==> src/rtl/pong_pkg.sv <==
// Shared types and constants for the pong match control blocks.
package pong_pkg;

    localparam int unsigned ScoreWidth  = 3;
    localparam int unsigned LevelWidth  = 3;
    localparam int unsigned DefWinScore = 7;
    localparam int unsigned DefMaxLevel = 7;

    typedef enum logic [2:0] {
        StIdle     = 3'd0,
        StServe    = 3'd1,
        StPlay     = 3'd2,
        StPause    = 3'd3,
        StPoint    = 3'd4,
        StLevelUp  = 3'd5,
        StGameOver = 3'd6
    } state_t;

endpackage

==> src/rtl/edge_detect.sv <==
// Rising-edge detector on an already-synchronised level input.
module edge_detect (
    input  logic clk,
    input  logic reset,
    input  logic din,
    output logic rise
);

    logic din_q;

    always_ff @(posedge clk or negedge reset) begin
        if (!reset) begin
            din_q <= 1'b0;
        end else begin
            din_q <= din;
        end
    end

    assign rise = din & ~din_q;

endmodule

==> src/rtl/match_sequencer.sv <==
// Match state machine: serve countdown, scoring, level progression, pause and game over.
module match_sequencer
    import pong_pkg::*;
#(
    parameter int unsigned WIN_SCORE   = DefWinScore,
    parameter int unsigned SERVE_TICKS = 50_000_000,
    parameter int unsigned MAX_LEVEL   = DefMaxLevel
) (
    input  logic                  clk,
    input  logic                  reset,
    input  logic                  start,
    input  logic                  pause_req,
    input  logic                  p1_point,
    input  logic                  p2_point,
    output logic                  game_on,
    output logic                  round_rst,
    output logic                  serve_dir,
    output logic [ScoreWidth-1:0] p1_score,
    output logic [ScoreWidth-1:0] p2_score,
    output logic [LevelWidth-1:0] level,
    output logic                  lvl_up,
    output logic                  win,
    output logic                  winner,
    output logic [2:0]            fsm_state
);

    localparam int unsigned CntWidth = $clog2(SERVE_TICKS);
    localparam logic [CntWidth-1:0]   CntLoad   = CntWidth'(SERVE_TICKS - 1);
    localparam logic [ScoreWidth-1:0] WinScoreV = ScoreWidth'(WIN_SCORE);
    localparam logic [LevelWidth-1:0] MaxLevelV = LevelWidth'(MAX_LEVEL);

    state_t                state_q, state_d;
    logic [CntWidth-1:0]   cnt_q, cnt_d;
    logic [ScoreWidth-1:0] p1_score_q, p1_score_d, p2_score_q, p2_score_d;
    logic [LevelWidth-1:0] level_q, level_d;
    logic                  serve_dir_q, serve_dir_d;
    logic                  winner_q, winner_d;
    logic                  round_rst_q, round_rst_d;
    logic                  lvl_up_q, lvl_up_d;
    logic                  pause_rise;
    logic [ScoreWidth-1:0] scorer_score;

    edge_detect u_pause_edge (
        .clk   (clk),
        .reset (reset),
        .din   (pause_req),
        .rise  (pause_rise)
    );

    // serve_dir points at the loser, so serve_dir=1 means player 1 took the last point.
    assign scorer_score = serve_dir_q ? p1_score_q : p2_score_q;

    always_comb begin
        state_d     = state_q;
        cnt_d       = cnt_q;
        p1_score_d  = p1_score_q;
        p2_score_d  = p2_score_q;
        level_d     = level_q;
        serve_dir_d = serve_dir_q;
        winner_d    = winner_q;
        round_rst_d = 1'b0;
        lvl_up_d    = 1'b0;

        case (state_q)
            StIdle, StGameOver: begin
                if (start) begin
                    state_d     = StServe;
                    cnt_d       = CntLoad;
                    p1_score_d  = '0;
                    p2_score_d  = '0;
                    level_d     = LevelWidth'(1);
                    serve_dir_d = 1'b0;
                    round_rst_d = 1'b1;
                end
            end
            StServe: begin
                if (cnt_q == '0) begin
                    state_d = StPlay;
                end else begin
                    cnt_d = cnt_q - 1'b1;
                end
            end
            StPlay: begin
                if (p1_point ^ p2_point) begin
                    state_d     = StPoint;
                    serve_dir_d = p1_point;
                    if (p1_point) begin
                        if (p1_score_q != WinScoreV) p1_score_d = p1_score_q + 1'b1;
                    end else begin
                        if (p2_score_q != WinScoreV) p2_score_d = p2_score_q + 1'b1;
                    end
                end else if (pause_rise) begin
                    state_d = StPause;
                end
            end
            StPause: begin
                if (pause_rise) state_d = StPlay;
            end
            StPoint: begin
                if (scorer_score == WinScoreV) begin
                    if (level_q < MaxLevelV) begin
                        state_d     = StLevelUp;
                        level_d     = level_q + 1'b1;
                        lvl_up_d    = 1'b1;
                        p1_score_d  = '0;
                        p2_score_d  = '0;
                        round_rst_d = 1'b1;
                    end else begin
                        state_d  = StGameOver;
                        winner_d = ~serve_dir_q;
                    end
                end else begin
                    state_d     = StServe;
                    cnt_d       = CntLoad;
                    round_rst_d = 1'b1;
                end
            end
            StLevelUp: begin
                state_d = StServe;
                cnt_d   = CntLoad;
            end
            default: state_d = StIdle;
        endcase
    end

    always_ff @(posedge clk or negedge reset) begin
        if (!reset) begin
            state_q     <= StIdle;
            cnt_q       <= '0;
            p1_score_q  <= '0;
            p2_score_q  <= '0;
            level_q     <= LevelWidth'(1);
            serve_dir_q <= 1'b0;
            winner_q    <= 1'b0;
            round_rst_q <= 1'b0;
            lvl_up_q    <= 1'b0;
        end else begin
            state_q     <= state_d;
            cnt_q       <= cnt_d;
            p1_score_q  <= p1_score_d;
            p2_score_q  <= p2_score_d;
            level_q     <= level_d;
            serve_dir_q <= serve_dir_d;
            winner_q    <= winner_d;
            round_rst_q <= round_rst_d;
            lvl_up_q    <= lvl_up_d;
        end
    end

    assign game_on   = (state_q == StPlay);
    assign win       = (state_q == StGameOver);
    assign round_rst = round_rst_q;
    assign serve_dir = serve_dir_q;
    assign p1_score  = p1_score_q;
    assign p2_score  = p2_score_q;
    assign level     = level_q;
    assign lvl_up    = lvl_up_q;
    assign winner    = winner_q;
    assign fsm_state = state_q;

endmodule
==> config.mk <==
export PLATFORM = sky130hd
export DESIGN_NAME = match_sequencer
export DESIGN_NICKNAME = d
export VERILOG_FILES = /design/src/rtl/pong_pkg.sv /design/src/rtl/edge_detect.sv /design/src/rtl/match_sequencer.sv
export SDC_FILE = /design/constraint.sdc
export NUM_CORES = 1
export LEC_CHECK = 0
export ABC_CLOCK_PERIOD_IN_PS = 2100
export CORE_AREA = 5 5 75 77
export CTS_CLUSTER_SIZE = 8
export DETAILED_ROUTE_END_ITERATION = 8
export DIE_AREA = 0 0 80 82
export PLACE_DENSITY_LB_ADDON = 0.12
export SETUP_SLACK_MARGIN = 0.3
export SLEW_MARGIN = 0
export SYNTH_ARGS = -nofsm -noshare
export SYNTH_HDL_FRONTEND = slang
export SYNTH_SLANG_ARGS = --single-unit
==> constraint.sdc <==
create_clock -name clk -period 2.1 [get_ports clk]
set_input_delay 0.42 -clock clk [delete_from_list [all_inputs] [get_ports clk]]
set_output_delay 0.42 -clock clk [all_outputs]
set_load 0.005 [all_outputs]
# Word level (Yosys, flattened, before mapping)
# Index checks and enable logic that the tools add are counted.
# word_totals
elab_cells,92
output_inout_bits,18
input_bits,6
register_bits,43
# op_classes
bitwise_logic,5
eq_ne,22
reduce_logical,14
addsub,4
mux,36
magnitude_cmp,1
# op_table
cell,n
26-bit case mux with 4 select lines,1
26-bit two-way mux,3
3-bit two-way mux,18
26-bit zero test,1
"26-bit by 1-bit subtractor with 26-bit output, second input constant",1
"2-bit != test, second input constant",9
3-bit case mux with 3 select lines,2
3-bit case mux with 6 select lines,1
7-bit AND reduction,2
"3-bit equality test, second input constant",4
4-bit AND reduction,3
"3-bit by 1-bit adder with 3-bit output, second input constant",3
1-bit two-way mux,7
"3-bit by 2-bit equality test with 1-bit output, second input constant",2
"2-bit by 1-bit != test with 1-bit output, second input constant",3
"3-bit != test, second input constant",2
3-bit case mux with 2 select lines,1
3-bit AND reduction,2
1-bit case mux with 2 select lines,2
2-bit nonzero test,2
4-bit nonzero test,1
"3-bit by 1-bit equality test with 1-bit output, second input constant",1
3-bit zero test,1
"3-bit less-than comparator, second input constant",1
other kinds (7),9

# Longest topological paths before layout
# depth
depth_word,5
ltp_mapped,8

# By module
# Synthesis repeated with hierarchy kept, for this count alone.
# unflattened
hier_cells,258
hier_area_um2,2432.3
# by_module_without_submodules
module,cells_each,n_inst,area_per_inst_um2
match_sequencer,256,1,2393.5
edge_detect,2,1,38.8

# Worst setup path after synthesis
# OpenSTA, ideal clock, no wires.
# synth_timing
path_type,reg-to-reg
startpoint,register cnt_q[20]
endpoint,register cnt_q[16]
setup_time_ns,0.144
required_time_ns,1.956
arrival_time_ns,2.096
slack_ns,-0.139
path_stages_with_launch,8
path_cell_list,dfrtp_1 -> or4_4 -> or4_4 -> or2_1 -> buf_6 -> and3_1 -> xnor2_1 -> nor2_1
# synth_via
elab_chain_len,3
# synth_rtl
item,line,source
start: declaration,match_sequencer.sv:33,"logic [CntWidth-1:0] cnt_q, cnt_d;"
start signal: assignment,match_sequencer.sv:139,cnt_q <= cnt_d;
26-bit zero test,match_sequencer.sv:77,if (cnt_q == '0) begin
2-bit != test (no line),-,
4-bit AND reduction (no line),-,
# No other way between the ends.
# A chain may end at the register's enable or synchronous reset.

# Final worst setup path
# Same ends and word-level chain as after synthesis.

==> impl_results.md <==
* Clk Tree Root Cell: clkbuf_8
* Post-route clock period utilization at 105%
* Htree depth at 2
* CTS tree: yes
* First-pass GRT wire length at between 10000 and 15000 µm
* Largest family of logic cells by synthesized area: simple AND/OR/NAND/NOR gates
* Critical path class: flop to flop
* Max cap viols at 0
* Synth unique cells at 51
* Worst EP arrival at around 2400 ps
* Slew Limit Fails at 0
* CP peak stage delay at 550 ps
* Residual DRC at 0
* CTS sink cnt at 43
* Area growth from synthesis to layout at 49.0%
* Cell Area, Synth at between 2000 and 2500 µm²
* Top-count cell post-synth: dfrtp_1
* Initial Utilization at 48.5%
* CP max-delay cell: or4_4
* Max Clk Rate at between 400 and 500 MHz
* Crit end category: flop
* R2R Setup Slk at -110 ps
* Syn_area_per_cell at just over 9 µm²
* Startpoint types: flop
* Gr usage total at 20.7%
* DR WL/cell at 14.8 µm
* Worst hold path type: input port to async pin
* Starting DRT DRC Count at between 100 and 150
* Ant. Diodes at 0
* Yosys reg bits at between 40 and 50
* Slew @ Worst Pin at around 560 ps
* DIE AREA at between 6000 and 7000 µm²
* Hold slack at 192 ps
* Clock power share at between 15 and 20%
* Setup violations, final at 12
* Synth Area in Compound Gates at roughly 12%
* Hold Vio Cnt, Final at 0
* CP Max Fanout at 7
* Layout Utilization at ~72%
* Internal at approximately 0.0023 W
* Sequential Power Share at 28.4%
* Setup ws final at -105 ps
* Die extent in x at 80 µm
* Share of cells above drive strength 1 at about 36%
* Required @ worst endpoint at approximately 2300 ps
* Mux contribution to synthesized area at under 10%
* Power per cell area at roughly 1000 nW/µm²
* Routed wire length at 6340 µm
* Switching Share at between 30% and 40%
* Skew final at 8.52 ps
* Seq/Total Area, Yosys at between 40% and 50%
* Syn_nets at between 200 and 300
* Failing checks: negative setup slack
* Crit path cell chain: or4_4, or4_4, or2_4, and3_4, xnor2_2, nor2_1
* Most frequent cells after synthesis: dfrtp_1, nand2_1, nor2_1
* Cell mode on critical path: or4_4
* Net Switching at 0.00131 W
* Drt via density at 5.38
* Slew HR at between 60% and 70%
* HPWL after DPL at about 4300 µm
* Simple-gate share of the synthesized area at 27.5%
* Synth top area share at roughly 44%
* Post-synth EDFFs at 0
* RSZ-0062 raised after global routing: true
* GRT Residual Overflow at 0
* Synth Instances at roughly 260
* Row cnt at 26
* Status: complete, but fails checks
* Post-synthesis xor/xnor area fraction at approximately 5.5%
* Largest net degree at the start of global routing at 44
* Fin crit period at around 2200 ps
* Worst-skew pair later-pin latency at about 300 ps
* Leakage at approximately 1.6 nW
* DR vias at between 2000 and 2500
* I/O Buffers at 23
* CTS Buffer Depth at 2
* Die Y at slightly above 80 µm
* DRT Pass-1 Iters at 4
* Clock-pin slew on the worst setup and hold paths at approximately 90 ps
* Final ANT Viol Nets at 0
* Ys flop type: dfrtp_1
* Core Box Area at around 5000 µm²
* Max IR drop VDD at 0.000672 V
* Synth Area in Adders at under 10%
* CP bufs+invs at 0
* YS warnings at 0
* Post-synth ARST share at between 90% and 100%
* Final Net Count at 370
* Num CTS Buffers at 5
* Vias in the first global route at 2300
* Ranking of synthesized cells by area: dfrtp_1, nand2_1, xor2_1
* Leading area contributor after synthesis: dfrtp_1
* Cell family with most CP delay: simple AND/OR/NAND/NOR gates
* Power, Total at 0.00359 W
* Post-Place Worst Slack at -239 ps
* RePlAce Congestion at approximately 0.86
* Logic gate share of total power at a little under three fifths
* Io pins at 24
* Initial antenna violation count at 0
## state kept, by name (all words and copies together) (netlist names)
register	flops
fsm_state	3
cnt_q	26
p2_score	3
winner	1
serve_dir	1
level	3
u_pause_edge.din_q	1
lvl_up	1
p1_score	3
round_rst	1
## power groups by stage
stage | sequential [W] | clock, W | combinational, W
floorplan | 0.00103 | 0 | 0.000733
global placement | 0.00105 | 0 | 0.00159
detailed placement | 0.00105 | 0 | 0.00160
CTS | 0.00102 | 0.000606 | 0.00173
global route | 0.00104 | 0.000649 | 0.00214
finish | 0.00102 | 0.000592 | 0.00198
## cell families (layout without fill, tap and decap cells)
family,count (synthesis),count (layout)
DFF,43,43
xor gates and xnor gates,15,15
AOI/OAI and AO/OA,44,44
buffers and inverters,21,121
and+or+nand+nor,123,123
muxes,7,7
adders and majority gates,6,6
## cell type report
class | count | area (µm²)
Clock buffer | 7 | 96.3
Clock inverter | 1 | 7.51
Fill cell | 399 | 1370
Inverter | 11 | 43.8
Multi-Input combinational cell | 195 | 1400
Sequential cell | 43 | 1080
Tap cell | 70 | 87.6
Timing Repair Buffer | 102 | 863
## cell usage in the layout (no fill, tap or decap), types with 3 or more instances in the layout
cell type	synthesis	layout
a21oi_1	9	7
and3_4	0	3
buf_4	0	69
buf_6	1	8
clkbuf_8	0	7
clkdlybuf4s50_1	0	14
dfrtp_1	42	42
dlymetal6s2s_1	0	3
ha_1	6	6
inv_1	11	10
mux2i_1	5	5
nand2_1	28	24
nand3_1	19	16
nand3_2	1	4
nand4_1	5	5
nand4b_1	4	4
nor2_1	21	19
nor3_1	10	9
nor4_1	3	3
o21ai_0	11	9
o31ai_1	5	4
or3_1	4	4
or4_1	3	3
xnor2_2	0	3
xor2_1	11	10
## per-layer routing
metal / track usage (%) / wire, µm / share of wire (%)
met1: 24.8 / 2680 / 42
met4: 6.08 / 125 / 2.0
met2: 37.6 / 3310 / 52
met5: 0 / 0 / 0
met3: 4.06 / 231 / 3.6
## stage by stage
stage | area [µm²] | TNS, ps | instances
final | 3570 | -814 | 429
after global routing | 3570 | -2840 | 429
after CTS | 3390 | -1070 | 422
after detailed placement | 3120 | -3940 | 402
after global placement | 3120 | -3840 | 402
after floorplan | 2410 | -628 | 259
## worst paths after layout
| path | startpoint | end | cells past startpoint |
|---|---|---|---|
| setup / recovery | cnt_q[20] | cnt_q[16] | 6 |
| hold / removal | reset | cnt_q[15] | 2 |
| setup reg to reg | cnt_q[20] | cnt_q[16] | 6 |
| hold reg to reg | cnt_q[4] | cnt_q[4] | 2 |
| max in group asynchronous | reset | level[0] | 2 |
| min in group clk | cnt_q[4] | cnt_q[4] | 2 |
## timing repair
item                                    in CTS  in global routing
resized for setup                           22                 40
endpoints found under the hold margin        0                  0
pin swaps                                    6                 12
hold buffers                                 0                  0
buffers inserted                            12                  7
endpoints found under the setup margin      40                 40
Power figures use the tool's default switching activity.
